[src/rtl/rainbow_rom_arbiter.sv]
// Round-robin arbiter that shares the single-port rainbow colour ROM between two
// pixel requesters. It also tracks in-flight reads and returns each colour to the requester that issued it.
module rainbow_rom_arbiter #(
    parameter int unsigned ROM_LATENCY = 2,
    parameter int unsigned ADDR_W      = 7,
    parameter int unsigned DATA_W      = 12
) (
    input  logic              clk,
    input  logic              reset,
    input  logic              req0,
    input  logic [ADDR_W-1:0] addr0,
    input  logic              lock0,
    output logic              gnt0,
    output logic              rvalid0,
    input  logic              req1,
    input  logic [ADDR_W-1:0] addr1,
    input  logic              lock1,
    output logic              gnt1,
    output logic              rvalid1,
    output logic [DATA_W-1:0] rdata,
    output logic [ADDR_W-1:0] rom_addr,
    input  logic [DATA_W-1:0] rom_data
);

    logic                   prio_q, prio_d;
    logic [ADDR_W-1:0]      rom_addr_q, rom_addr_d;
    logic [ROM_LATENCY-1:0] tag_vld_q, tag_vld_d;
    logic [ROM_LATENCY-1:0] tag_id_q, tag_id_d;
    logic                   rvalid0_q, rvalid0_d;
    logic                   rvalid1_q, rvalid1_d;
    logic                   issue;

    // Grant: a lone requester always wins; on a conflict prio decides.
    always_comb begin
        gnt0 = req0 & (~req1 | ~prio_q);
        gnt1 = req1 & (~req0 | prio_q);
    end

    assign issue = gnt0 | gnt1;

    // A locked grant keeps priority with the winner; otherwise it passes to the other requester.
    always_comb begin
        prio_d     = prio_q;
        rom_addr_d = rom_addr_q;
        if (gnt0) begin
            prio_d     = ~lock0;
            rom_addr_d = addr0;
        end else if (gnt1) begin
            prio_d     = lock1;
            rom_addr_d = addr1;
        end
    end

    // The tag shift register mirrors the ROM pipeline. Its last stage is kept as a one-hot return strobe.
    always_comb begin
        tag_vld_d    = '0;
        tag_id_d     = '0;
        tag_vld_d[0] = issue;
        tag_id_d[0]  = gnt1;
        for (int unsigned i = 1; i < ROM_LATENCY; i++) begin
            tag_vld_d[i] = tag_vld_q[i-1];
            tag_id_d[i]  = tag_id_q[i-1];
        end
        rvalid0_d = tag_vld_q[ROM_LATENCY-1] & ~tag_id_q[ROM_LATENCY-1];
        rvalid1_d = tag_vld_q[ROM_LATENCY-1] & tag_id_q[ROM_LATENCY-1];
    end

    always_ff @(posedge clk or posedge reset) begin
        if (reset) begin
            prio_q     <= 1'b0;
            rom_addr_q <= '0;
            tag_vld_q  <= '0;
            tag_id_q   <= '0;
            rvalid0_q  <= 1'b0;
            rvalid1_q  <= 1'b0;
        end else begin
            prio_q     <= prio_d;
            rom_addr_q <= rom_addr_d;
            tag_vld_q  <= tag_vld_d;
            tag_id_q   <= tag_id_d;
            rvalid0_q  <= rvalid0_d;
            rvalid1_q  <= rvalid1_d;
        end
    end

    assign rom_addr = rom_addr_q;
    assign rvalid0  = rvalid0_q;
    assign rvalid1  = rvalid1_q;
    assign rdata    = rom_data;

endmodule

[config.mk]
export PLATFORM = sky130hd
export DESIGN_NAME = rainbow_rom_arbiter
export DESIGN_NICKNAME = d
export VERILOG_FILES = /design/src/rtl/rainbow_rom_arbiter.sv
export SDC_FILE = /design/constraint.sdc
export NUM_CORES = 1
export LEC_CHECK = 0
export CAP_MARGIN = 5
export CORE_AREA = 10 10 63 55
export CTS_CLUSTER_DIAMETER = 120
export DETAILED_ROUTE_END_ITERATION = 10
export DIE_AREA = 0 0 73 65
export GPL_ROUTABILITY_DRIVEN = 1
export PLACE_DENSITY = 0.81
export SYNTH_ARGS = -nofsm -noshare
export SYNTH_HDL_FRONTEND = slang
export SYNTH_SLANG_ARGS = --single-unit
[constraint.sdc]
create_clock -name clk -period 1.65 [get_ports clk]
set_input_delay 0.2475 -clock clk [delete_from_list [all_inputs] [get_ports clk]]
set_output_delay 0.2475 -clock clk [all_outputs]
set_load 0.005 [all_outputs]
# Yosys cells after proc, flatten, opt, wreduce, memory -nomap -nowiden
# Index checks and enable logic that the tools add are counted.
[classes]
n_bitwise = 12
reduce_logical = 1
n_mux = 4
[op_table]
columns = ["op", "n"]
rows = [
  ["$mux 7", 2],
  ["$not 1->1", 5],
  ["$and 1x1->1", 4],
  ["$or 1x1->1", 3],
  ["$mux 1", 2],
  ["$reduce_bool 2->1", 1],
]
[totals]
word_cells = 23
out_inout_bits = 23
ff_bits = 14
in_bits = 32

# Logic depth before layout (Yosys ltp)
[logic_depth]
word_depth = 5
ltp_mapped = 5
depth_no_buf = 3

# Worst setup path before layout
# Ideal clock, no wire load.
[synth_path]
path_kind = "reg-to-reg"
from = "register prio_q"
to = "register prio_q"
t_required_ns = 1.529
path_stages_with_launch = 6
path_slack_ns = 0.548
setup_ns = 0.121
period_less_slack_ns = 1.102
arrival_time_ns = 0.981
cell_sequence = "dfrtp_1 -> buf_2 -> nor2b_4 -> buf_6 -> nor2b_4 -> a22o_1"
[synth_lines]
columns = ["element", "line_no", "rtl"]
rows = [
  ["start, declared", "25", "logic prio_q, prio_d;"],
  ["start signal, assigned", "77", "prio_q <= prio_d;"],
  ["$or 1x1->1", "36", "gnt1 = req1 & (~req0 | prio_q);"],
  ["$and 1x1->1", "36", ""],
  ["named net gnt1", "18", "output logic gnt1,"],
  ["$reduce_bool 2->1 (no line)", "n/a", ""],
]
# The timed path passes the listed nets, and every way through them passes these cells.
# A chain may end at the register's enable or synchronous reset.

# Worst setup path after layout
[layout_path]
from = "input port req1"
to = "output port gnt0"
[layout_via]
elab_chain_cells = 3
[layout_lines]
columns = ["element", "line_no", "rtl"]
rows = [
  ["start, declared", "15", "input logic req1,"],
  ["$not 1->1", "35", "gnt0 = req0 & (~req1 | ~prio_q);"],
  ["$or 1x1->1", "35", ""],
  ["$and 1x1->1", "35", ""],
  ["end, declared", "13", "output logic gnt0,"],
]
# Every way passes these cells.

==> results.sh <==
export IMPL_finClkSkew_ns=0.00366
export IMPL_final_cell_area_mm2=0.00107
export IMPL_cts_buffer_depth=2
export IMPL_power_density_mw_per_mm2=832
export IMPL_first_iter_violations=22
export IMPL_insertion_delay_ns=0.27
export IMPL_fp_dieW_um=73
export IMPL_final_nets=134
export IMPL_placed_area_mm2=0.00103
export IMPL_ys_seq_area_share_pct=44.8
export IMPL_grt_pass1_vias=673
export IMPL_synth_cell_type_count=17
export IMPL_avgSynthCellArea_um2=10.0
export IMPL_crit_slowest_cell="clkdlybuf4s50_1"
export IMPL_synth_area_um2=782
export IMPL_die_y_um=65
export IMPL_setup_violations=0
export IMPL_start_util_pct=34.3
export IMPL_slew_violations=0
export IMPL_drive_gt1_share_pct=14.9
export IMPL_path_class="in -> out"
export IMPL_ant_nets=0
export IMPL_syn_inst=78
export IMPL_cts_buffers=3
export IMPL_grt_setup_unrepaired="no"
export IMPL_num_rows=16
export IMPL_diodes=0
export IMPL_gp_congestion=0.742
export IMPL_finalHoldViolations=0
export IMPL_worstMarginPinSlew_ns=0.516
export IMPL_cp_start_kind="primary input"
export IMPL_cts_tree="done"
export IMPL_multiInputGateArea_um2=293
export IMPL_period_minus_slack_ns=1.52
export IMPL_antenna_found_initial=0
export IMPL_regArea_um2=352
export IMPL_syn_nets=110
export IMPL_portBuffers=30
export IMPL_area_delta_synth_final_pct=36.6
export IMPL_wire_per_inst_um=14.9
export IMPL_outcome="finished clean"
export IMPL_cp_max_fo=4
export IMPL_reg2reg_slack_ns=0.56
export IMPL_period_share_pct=92.0
export IMPL_worstRegToRegCells=4
export IMPL_required_ns=1.40
export IMPL_clk_root_buffer_cell="clkbuf_4"
export IMPL_leakagePower_nw=0.473
export IMPL_clkSinkCount=14
export IMPL_irDropWorstVdd_v=0.000436
export IMPL_ios=55
export IMPL_hold_class="in -> async"
export IMPL_coreArea_mm2=0.00228
export IMPL_maxCapViolCount=0
export IMPL_clock_fmax_mhz=659
export IMPL_via_per_inst=4.75
export IMPL_drc=0
export IMPL_vias=608
export IMPL_yosysWarnings=0
export IMPL_hold_buffers=0
export IMPL_drt_total_wl_um=1910
export IMPL_cp_slowest_stage_delay_ns=0.52
export IMPL_die_area_mm2=0.00475
export IMPL_crit_arrival_ns=1.27
export IMPL_htreeDepth=1
export IMPL_overflow=0
export IMPL_cts_clk_slew_worst_paths_ns=0.08
export IMPL_firstDrtPassIters=2
export IMPL_crit_chain="clkdlybuf4s50_1, nand2_1, and2_1, dlygate4sd2_1"
export IMPL_grt_pass1_wl_um=3190
export IMPL_relSlewSlack_pct=65.6
export IMPL_fillers=245
export IMPL_grt_max_degree=17
export IMPL_tns_ns=0
export IMPL_ys_ff_latch=14
export IMPL_place_hpwl_um=1560
export IMPL_cp_end_kind="output port"
export IMPL_grt_usage_pct=8.51
[metal layers]
layer  routed length, um  global-route usage [%]
met1                 686                    8.06
met2                 931                    13.5
met3                 279                    5.78
met4                   8                    4.74
met5                   0                       0
[path summary, 6_finish.rpt]
path / startpoint / endpoint
worst max register to register: prio_q / prio_q
worst min-delay path: reset / rom_addr[2]
worst max-delay path: req1 / gnt0
min in group clk: tag_id_q[0] / tag_id_q[1]
max in group asynchronous: reset / prio_q
worst min register to register: tag_id_q[0] / tag_id_q[1]
[logic make-up after synthesis]
kind of cell,Yosys count,synth area share [%]
compound gates,16,14.1
buf+inv,19,17.8
flops,14,44.8
mux,7,8.96
simple gates,22,14.4
[cell usage after synthesis]
master	number	area share, %
nand2_1	15	7.2
dfrtp_1	14	45
buf_4	13	12
mux2i_1	7	9.0
o21ai_0	7	4.5
o22a_1	7	7.8
and2_1	2	1.6
buf_2	2	1.3
buf_6	2	2.9
nor2b_4	2	3.5
a21oi_1	1	0.64
a22o_1	1	1.1
clkbuf_2	1	0.64
inv_1	1	0.48
nor2_1	1	0.48
nor2b_1	1	0.80
or2_2	1	0.80
[final cells by class]
class | instances | area share, %
Tap cell | 27 | 3.16
Sequential cell | 14 | 32.9
Clock buffer | 4 | 3.40
Multi-Input combinational cell | 45 | 27.4
Inverter | 1 | 0.351
Timing Repair Buffer | 37 | 32.8
[stage by stage]
stage	util [%]	power [W]	hold WS, ns	std cells	worst slack (ns)
after floorplan	-	0.000538	0.137	78	0.548
after global placement	45.0	0.000650	0.332	123	-0.0818
after detailed placement	45.0	0.000660	0.340	123	-0.0983
after CTS	46.8	0.000910	0.311	128	0.117
after global routing	46.8	0.000952	0.346	128	0.0540
final	46.8	0.000889	0.298	128	0.131
[what timing repair did]
action	CTS	global route
gates resized for setup	3	0
setup buffers	1	0
setup endpoints to repair	2	0
[registers in the layout (all words and copies together) (netlist names)]
| name | flops |
|---|---|
| tag_vld_q | 2 |
| rom_addr | 7 |
| rvalid1 | 1 |
| rvalid0 | 1 |
| tag_id_q | 2 |
| prio_q | 1 |
[report_power, final]
group	switching, W	internal (W)	total (W)	leakage (nW)
clock	0.000103	0.000134	0.000237	0.0210
combinational	0.0000889	0.000157	0.000246	0.289
sequential	0.0000242	0.000382	0.000407	0.163
[placed cells by master, fill, tap and decap left out]
cell / count
nand2_1: 15
dlygate4sd2_1: 2
nor2b_4: 2
dfrtp_1: 13
a22o_1: 1
mux2i_1: 7
and2_1: 2
clkbuf_8: 1
nor2_1: 1
a21oi_1: 1
clkdlybuf4s50_1: 28
or2_2: 1
o22a_1: 7
o21ai_0: 7
clkbuf_4: 3
inv_1: 1
dfrtp_2: 1
buf_4: 7
nor2b_1: 1
[critical path: cells and delay by family]
kind	cells	cell delay, ns
buffers and inverters	2	0.78
AND/OR/NAND/NOR	2	0.24
(Power assumes the default switching activity.)
